`src/rtl/svm_pkg.sv`:
```
// ----------------------------------------------------------------------------
// svm_pkg : shared sizes and FSM encoding for the SVM dot-product engine
// rev 1.0
// ----------------------------------------------------------------------------
`default_nettype none

package svm_pkg;
  localparam int WIDTH    = 16;
  localparam int N_PIX    = 784;
  localparam int IMG_BASE = 784;
  localparam int ACC_W    = 42;
  localparam int FRAC     = 14;

  typedef enum logic [1:0] {
    IDLE  = 2'd0,
    READ  = 2'd1,
    DRAIN = 2'd2,
    DONE  = 2'd3
  } state_t;
endpackage

`default_nettype wire

```
`src/rtl/svm_mult_acc.sv`:
```
// ----------------------------------------------------------------------------
// svm_mult_acc : operand register -> product register -> 42-bit accumulator
// rev 1.0
// ----------------------------------------------------------------------------
`default_nettype none

module svm_mult_acc
  import svm_pkg::*;
#(
  parameter int WIDTH = svm_pkg::WIDTH
) (
  input  logic                            clk,
  input  logic                            reset,
  input  logic                            clear,
  input  logic                            en,
  input  logic signed [WIDTH-1:0]         a,
  input  logic signed [WIDTH-1:0]         b,
  output logic                            stage_busy,
  output logic signed [ACC_W-FRAC-1:0]    sum_hi
);

  logic signed [WIDTH-1:0]   a_r;
  logic signed [WIDTH-1:0]   b_r;
  logic                      d_v;
  logic                      p_v;
  logic signed [2*WIDTH-1:0] prod_r;
  logic signed [ACC_W-1:0]   acc;
  logic signed [ACC_W-1:0]   acc_next;

  always_comb begin
    acc_next = acc;
    if (p_v)
      acc_next = acc + {{(ACC_W-2*WIDTH){prod_r[2*WIDTH-1]}}, prod_r};
  end

  // Exposing the next value lets the result load in the same edge as the last add.
  assign sum_hi     = acc_next[ACC_W-1:FRAC];
  assign stage_busy = d_v;

  always_ff @(posedge clk or negedge reset) begin
    if (!reset) begin
      a_r    <= '0;
      b_r    <= '0;
      d_v    <= 1'b0;
      p_v    <= 1'b0;
      prod_r <= '0;
      acc    <= '0;
    end else begin
      d_v <= en;
      if (en) begin
        a_r <= a;
        b_r <= b;
      end
      p_v <= d_v;
      if (d_v)
        prod_r <= a_r * b_r;
      if (clear)
        acc <= '0;
      else
        acc <= acc_next;
    end
  end

endmodule

`default_nettype wire

```
`src/rtl/svm_mac.sv`:
```
// ----------------------------------------------------------------------------
// svm_mac : streams one image and one support vector, returns their dot product
// rev 1.0
// ----------------------------------------------------------------------------
`default_nettype none

module svm_mac
  import svm_pkg::*;
#(
  parameter int WIDTH    = svm_pkg::WIDTH,
  parameter int N_PIX    = svm_pkg::N_PIX,
  parameter int IMG_BASE = svm_pkg::IMG_BASE
) (
  input  logic              clk,
  input  logic              reset,
  input  logic              start,
  output logic              ready,
  input  logic [15:0]       sv_base,
  output logic [10:0]       img_address,
  output logic              img_en,
  output logic              img_we,
  input  logic [WIDTH-1:0]  img_in_data,
  output logic [15:0]       sv_address,
  output logic              sv_en,
  input  logic [WIDTH-1:0]  sv_in_data,
  output logic [31:0]       result
);

  localparam int CW = $clog2(N_PIX);
  localparam int HW = ACC_W - FRAC;

  state_t                  state;
  logic [CW-1:0]           cnt;
  logic                    ret_v;
  logic                    clear;
  logic                    stage_busy;
  logic signed [HW-1:0]    sum_hi;

  assign img_we = 1'b0;

  svm_mult_acc #(
    .WIDTH (WIDTH)
  ) u_mult_acc (
    .clk        (clk),
    .reset      (reset),
    .clear      (clear),
    .en         (ret_v),
    .a          (img_in_data),
    .b          (sv_in_data),
    .stage_busy (stage_busy),
    .sum_hi     (sum_hi)
  );

  always_ff @(posedge clk or negedge reset) begin
    if (!reset) begin
      state       <= IDLE;
      ready       <= 1'b1;
      result      <= '0;
      img_en      <= 1'b0;
      sv_en       <= 1'b0;
      img_address <= '0;
      sv_address  <= '0;
      cnt         <= '0;
      ret_v       <= 1'b0;
      clear       <= 1'b0;
    end else begin
      ret_v <= img_en;
      clear <= 1'b0;
      case (state)
        // DONE is an idle cycle too, so a start there chains straight into a new run.
        IDLE, DONE: begin
          if (start) begin
            state       <= READ;
            ready       <= 1'b0;
            clear       <= 1'b1;
            img_en      <= 1'b1;
            sv_en       <= 1'b1;
            img_address <= 11'(IMG_BASE);
            sv_address  <= sv_base;
            cnt         <= '0;
          end else begin
            state <= IDLE;
          end
        end
        READ: begin
          if (cnt == CW'(N_PIX - 1)) begin
            state  <= DRAIN;
            img_en <= 1'b0;
            sv_en  <= 1'b0;
          end else begin
            cnt         <= cnt + 1'b1;
            img_address <= img_address + 11'd1;
            sv_address  <= sv_address + 16'd1;
          end
        end
        DRAIN: begin
          if (!ret_v && !stage_busy) begin
            state  <= DONE;
            ready  <= 1'b1;
            result <= {{(32-HW){sum_hi[HW-1]}}, sum_hi};
          end
        end
        default: state <= IDLE;
      endcase
    end
  end

endmodule

`default_nettype wire

```
`config.mk`:
```
export PLATFORM = sky130hd
export DESIGN_NAME = svm_mac
export DESIGN_NICKNAME = d
export VERILOG_FILES = /design/src/rtl/svm_pkg.sv /design/src/rtl/svm_mult_acc.sv /design/src/rtl/svm_mac.sv
export SDC_FILE = /design/constraint.sdc
export NUM_CORES = 1
export LEC_CHECK = 0
export ABC_AREA = 1
export BUFFER_PORTS_ARGS = -buffer_cell sky130_fd_sc_hd__buf_4
export CAP_MARGIN = 20
export CORE_MARGIN = 5
export CORE_UTILIZATION = 55
export CTS_CLUSTER_DIAMETER = 50
export DETAILED_ROUTE_END_ITERATION = 8
export PLACE_DENSITY = 0.88
export SLEW_MARGIN = 10
export SYNTH_ARGS = -nofsm -noshare
export SYNTH_HDL_FRONTEND = slang
export SYNTH_SLANG_ARGS = --single-unit
```
`constraint.sdc`:
```
create_clock -name clk -period 5.7 [get_ports clk]
set_input_delay 0.57 -clock clk [delete_from_list [all_inputs] [get_ports clk]]
set_output_delay 0.57 -clock clk [all_outputs]
set_load 0.005 [all_outputs]
```
# Yosys cells after proc, flatten, opt, wreduce, memory -nomap -nowiden
# Index checks and enable logic that the tools add are counted.
[totals]
regBits = 179
wordCells = 65
[op_classes]
muxes = 23
n_eq_ne = 8
n_addsub = 4
n_mul = 1
n_reduce_logical = 13
[ops]
columns = ["op", "count"]
rows = [
  ["42-bit two-way mux", 2],
  ["42-bit adder", 1],
  ["16-bit by 16-bit multiplier with 32-bit output", 1],
  ["16-bit two-way mux", 2],
  ["16-bit one-hot mux with 2 select lines", 1],
  ["11-bit two-way mux", 2],
  ["11-bit one-hot mux with 2 select lines", 1],
  ["10-bit two-way mux", 2],
  ["10-bit one-hot mux with 2 select lines", 1],
  ["16-bit by 1-bit adder with 16-bit output (second input constant)", 1],
  ["11-bit by 1-bit adder with 11-bit output (second input constant)", 1],
  ["10-bit by 1-bit adder with 10-bit output (second input constant)", 1],
  ["10-bit == test (second input constant)", 1],
  ["3-bit AND reduction", 3],
  ["2-bit inequality test (second input constant)", 4],
  ["1-bit two-way mux", 7],
  ["2-bit one-hot mux with 3 select lines", 1],
  ["2-bit nonzero test", 3],
  ["2-bit == test (second input constant)", 2],
  ["2-bit two-way mux", 2],
  ["1-bit one-hot mux with 2 select lines", 2],
  ["2-bit AND reduction", 2],
  ["2-bit by 1-bit == test with 1-bit output (second input constant)", 1],
  ["1-bit zero test", 2],
  ["other kinds (3)", 3],
]

# Depth between registers and ports, before layout
[logic_depth]
word_depth = 4
depth_mapped = 28

# Cells and area by module
# From an unflattened synthesis, not the netlist that was laid out.
[unflattened]
hier_cells = 3021
hier_area_um2 = 22191.3
[modules_own_cells]
columns = ["module", "instances", "area_each_um2", "cells_per_inst"]
rows = [
  ["svm_mult_acc", 1, 18351.4, 2554],
  ["svm_mac", 1, 3839.9, 467],
]

# Worst setup path before layout
# Ideal clock, no wire load.
[synth_timing]
path_kind = "reg2reg"
from = "reg u_mult_acc.a_r[15]"
to = "reg u_mult_acc.prod_r[31]"
stages_incl_launch_ff = 23
setup_ns = 0.118
slack_ns = -0.124
n_path_buf = 2
t_arrival_ns = 5.706
cell_sequence = "dfrtp_1 clkbuf_1 clkbuf_1 nand2_1 inv_1 fa_1 fa_1 fa_1 fa_1 inv_1 fa_1 fa_1 inv_1 ha_1 inv_1 nor3_1 nand2_1 nor3_1 nand2_1 o211ai_1 nand2_1 nand3_1 nand2_1"
[synth_via]
elab_chain_len = 1
[synth_rtl]
columns = ["element", "line", "source"]
rows = [
  ["from (decl)", "svm_mult_acc.sv:22", "logic signed [WIDTH-1:0] a_r;"],
  ["from (signal assigned)", "svm_mult_acc.sv:42", "a_r <= '0;"],
  ["from (signal assigned)", "svm_mult_acc.sv:51", "a_r <= a;"],
  ["16-bit by 16-bit multiplier with 32-bit output", "svm_mult_acc.sv:56", "prod_r <= a_r * b_r;"],
  ["to (signal assigned)", "svm_mult_acc.sv:56", ""],
  ["to (decl)", "svm_mult_acc.sv:26", "logic signed [2*WIDTH-1:0] prod_r;"],
]
# No other way between the ends.
# A chain may end at the register's enable or synchronous reset.

# Worst setup path in the final report
[layout_timing]
from = "reg u_mult_acc.b_r[4]"
to = "reg u_mult_acc.prod_r[23]"
[layout_via]
elab_chain_len = 1
[layout_rtl]
columns = ["element", "line", "source"]
rows = [
  ["from (decl)", "svm_mult_acc.sv:23", "logic signed [WIDTH-1:0] b_r;"],
  ["from (signal assigned)", "svm_mult_acc.sv:43", "b_r <= '0;"],
  ["from (signal assigned)", "svm_mult_acc.sv:52", "b_r <= b;"],
  ["16-bit by 16-bit multiplier with 32-bit output", "svm_mult_acc.sv:56", ""],
]
# No other way between the ends.

==> flow_summary.yaml <==
finish:
  layout.cells.non_filler: 3690
  multi_input_area_mm2: 0.0146
  antenna_cells: 0
  fillers: 3099
  drive_gt1_share_pct: 15.3
  syn_to_final_growth_pct: 14.9
  fin_nets: 3602
  ff_latch_area_mm2: 0.00451
clock_tree:
  clockBufferDepth: 2
  cts.clk_slew.worst_paths_ns: 0.07
  cts_tree: "yes"
  clkLatencyLatePin_ns: 0.47
  cts.htree.levels: 4
  cts_root_buffer: "clkbuf_16"
  cts_sinks: 179
  cts_made_buffers: 17
global_route:
  grt_max_degree: 68
  grtUsageTotal_pct: 26.9
  grt_first_pass_wirelength_mm: 96.4
  antenna_found_initial: 0
  grt_overflow: 0
  grt_pass1_vias: 19834
placed_design:
  place_inst: 3623
  pre_cts_ws_ns: -0.131
  hpwl_mm: 47.1
  portBuffers: 112
  gp_congestion: 1.01
pwr:
  seqPwrFrac_pct: 50.2
  p_clk_share_pct: 47.7
  leakage_nw: 14.5
  internal_power_mw: 1.92
  pwr-share-comb_pct: 2.1
  peakVddDrop_uv: 160
  total_power_mw: 2.53
  power_switching_mw: 0.608
  p_per_area_mw_per_mm2: 102
  swShare_pct: 24.1
routing:
  avgRoutedWirePerCell_um: 16.8
  vias_per_cell: 5.39
  ant_nets: 0
  drt-pass1-iter-count: 9
  drc: 0
  drt-initial-drc-count: 1690
  finalWirelength_mm: 62.1
  dr_total_vias: 19887
worst_setup_path:
  critPathLaunchType: "flop"
  path_cells: "buf_12 -> nand2_1 -> inv_1 -> fa_1 -> inv_1 -> fa_1 -> fa_1 -> inv_1 -> fa_1 -> fa_1 -> inv_1 -> fa_1 -> inv_1 -> ha_4 -> nand2_1 -> inv_2 -> nand3_4 -> nor2_4 -> nand4_1 -> a31o_2 -> a31oi_1"
  path_depth: 21
  rr_endpoint: "u_mult_acc.prod_r[23]"
  cp-startpoint: "u_mult_acc.b_r[4]"
  path_buf_inv: 7
  worstPathMaxFanout: 6
  cp.required_ns: 6.08
  critPathArrivalTime_ns: 5.98
  r2r_cells: 21
  cpMostUsedCell: "fa_1"
  endpoint: "u_mult_acc.prod_r[23]"
  end_kind: "flop"
  cpLargestDelayFamily: "adder cells"
  cp_slowest_cell: "fa_1"
  slowest_delay_ns: 0.57
  r2r-start: "u_mult_acc.b_r[4]"
  critPathKind: "reg2reg"
  ff2ff_setup_slack_ns: 0.11
synthesis:
  yosys_warnings: 0
  synth-edff-count: 0
  synth_common_cells: "952 x nand2_1, 654 x inv_1, 263 x fa_1, 178 x dfrtp_1, 166 x nor2_1"
  synthArstFlopShare_pct: 100
  synth_top_area_share_pct: 24.3
  synthesis.area_mm2: 0.0216
  yosysMostFrequentCell: "nand2_1"
  synth_area_leaders: "fa_1 24%, dfrtp_1 21%, nand2_1 17%"
  synth_flop_cell: "dfrtp_1"
  ys_ff_latch: 179
  syn_inst: 2995
  synth_nets: 3437
  synth_area_per_cell_um2: 7.22
  synth_top_cell_by_area: "fa_1"
  synthDistinctLibCells: 53
  yosysSeqAreaShare_pct: 20.7
timing:
  worst_slack_ns: 0.108
  clock-skew-final_ns: 0.0202
  hold_violations: 0
  setup_violations: 0
  rsz0062_at_grt: "true"
  clock.fmax_mhz: 179
  relSlewSlack_pct: 33.7
  finalCriticalPeriod_ns: 5.59
  worst_slew_pin_slew_ns: 0.994
  tns_ns: 0
  period_share_pct: 98.1
  slew_violations: 0
floorplanning:
  fp.dieH_um: 208
  core-area_mm2: 0.0388
  die_x_um: 208
  die-area_mm2: 0.0434
  ios: 114
  core.rowCount: 72
  start_util_pct: 55.7
worst_hold_path:
  hold_path.class: "in2async"
flow_run:
  cap_violations: 0
status:
  outcome: "finished, final reports clean"
per-stage QoR:
stage                     hold WS (ns)  util, %  cell area (um2)
after floorplan                  0.274        -            21600
after global placement           0.448     60.6            23500
after detailed placement         0.455     60.6            23500
after CTS                        0.105     62.1            24100
after global routing             0.144     64.0            24900
final                            0.101     64.0            24900
cell families after synthesis:
kind of cell    after synthesis  synth area share (%)
fa+ha+maj                   391                  31.7
xor+xnor                     29                  1.17
compound gates              238                  6.25
other cells                   1                0.0173
flops                       179                  20.7
simple gates               1385                  26.6
buf+inv                     772                  13.6
routing by layer:
metal | GRT usage [%] | vias up | routed length [um]
li1 | - | 9260 | -
met1 | 33.6 | 9382 | 23900
met2 | 47.3 | 967 | 30900
met3 | 3.99 | 278 | 4190
met4 | 10.4 | 0 | 3130
met5 | 0 | - | 0
worst min-delay path by stage:
| stage | from | to | slack (ns) |
|---|---|---|---|
| 4_1_cts | reset | sv_address[11] | 0.11 |
| 3_5_place_dp | sv_en | ret_v | 0.46 |
| 2_1_floorplan | reset | clear | 0.27 |
| 3_3_place_gp | sv_en | ret_v | 0.45 |
| 5_1_grt | reset | sv_address[1] | 0.14 |
| 6_report | reset | sv_address[11] | 0.10 |
cell type report:
| cell class | instances | area share (%) |
|---|---|---|
| Sequential cell | 179 | 18.2 |
| Tap cell | 518 | 2.61 |
| Clock buffer | 18 | 1.77 |
| Multi-Input combinational cell | 2044 | 58.8 |
| Inverter | 665 | 10.0 |
| Timing Repair Buffer | 253 | 8.07 |
| Clock inverter | 13 | 0.574 |
flip-flops by register name, summed over array words and instances, names as in the netlist, 2 cells and up:
register,cells
result,28
u_mult_acc.b_r,16
state,2
cnt,10
u_mult_acc.a_r,16
u_mult_acc.acc,42
sv_address,16
img_address,11
u_mult_acc.prod_r,32
what timing repair did:
item | CTS | global route
gates resized for setup | 11 | 120
hold buffers | 0 | 0
hold endpoints to repair | 0 | 0
setup buffers | 0 | 34
setup endpoints to repair | 12 | 17
pin swaps | 2 | 29
worst reg2reg max path, stage by stage, from the launching register on:
cell and delay (ns):
dfrtp_2 0.46, buf_12 0.15, nand2_1 0.05, inv_1 0.07, fa_1 0.54, inv_1 0.05
fa_1 0.48, fa_1 0.54, inv_1 0.08, fa_1 0.51, fa_1 0.57, inv_1 0.06
fa_1 0.52, inv_1 0.06, ha_4 0.31, nand2_1 0.10, inv_2 0.10, nand3_4 0.12
nor2_4 0.16, nand4_1 0.19, a31o_2 0.26, a31oi_1 0.12
cells in the final DEF (no fill, tap or decap), drive strengths merged, types with 3 or more instances in the layout:
cell,count
nand2,970
inv,666
fa,263
buf,252
nor2,190
dfrtp,178
nand3,130
ha,128
o21ai,103
a21oi,83
or2,40
nand4,30
clkbuf,19
nor3,19
xnor2,15
xor2,14
a31oi,13
clkinv,8
o21bai,7
a21o,6
o31ai,6
o21a,4
nand3b,3
a2bb2oi,3
clkinvlp,3
power groups by stage:
stage          Combinational (mW)  Sequential (mW)  Clock [mW]
6_report                   0.0522             1.27        1.20
4_1_cts                    0.0540             1.27        1.22
2_1_floorplan            0.000653             1.29           0
3_3_place_gp               0.0530             1.29           0
3_5_place_dp               0.0540             1.29           0
5_1_grt                    0.0607             1.27        1.27
(Power assumes the default switching activity.)
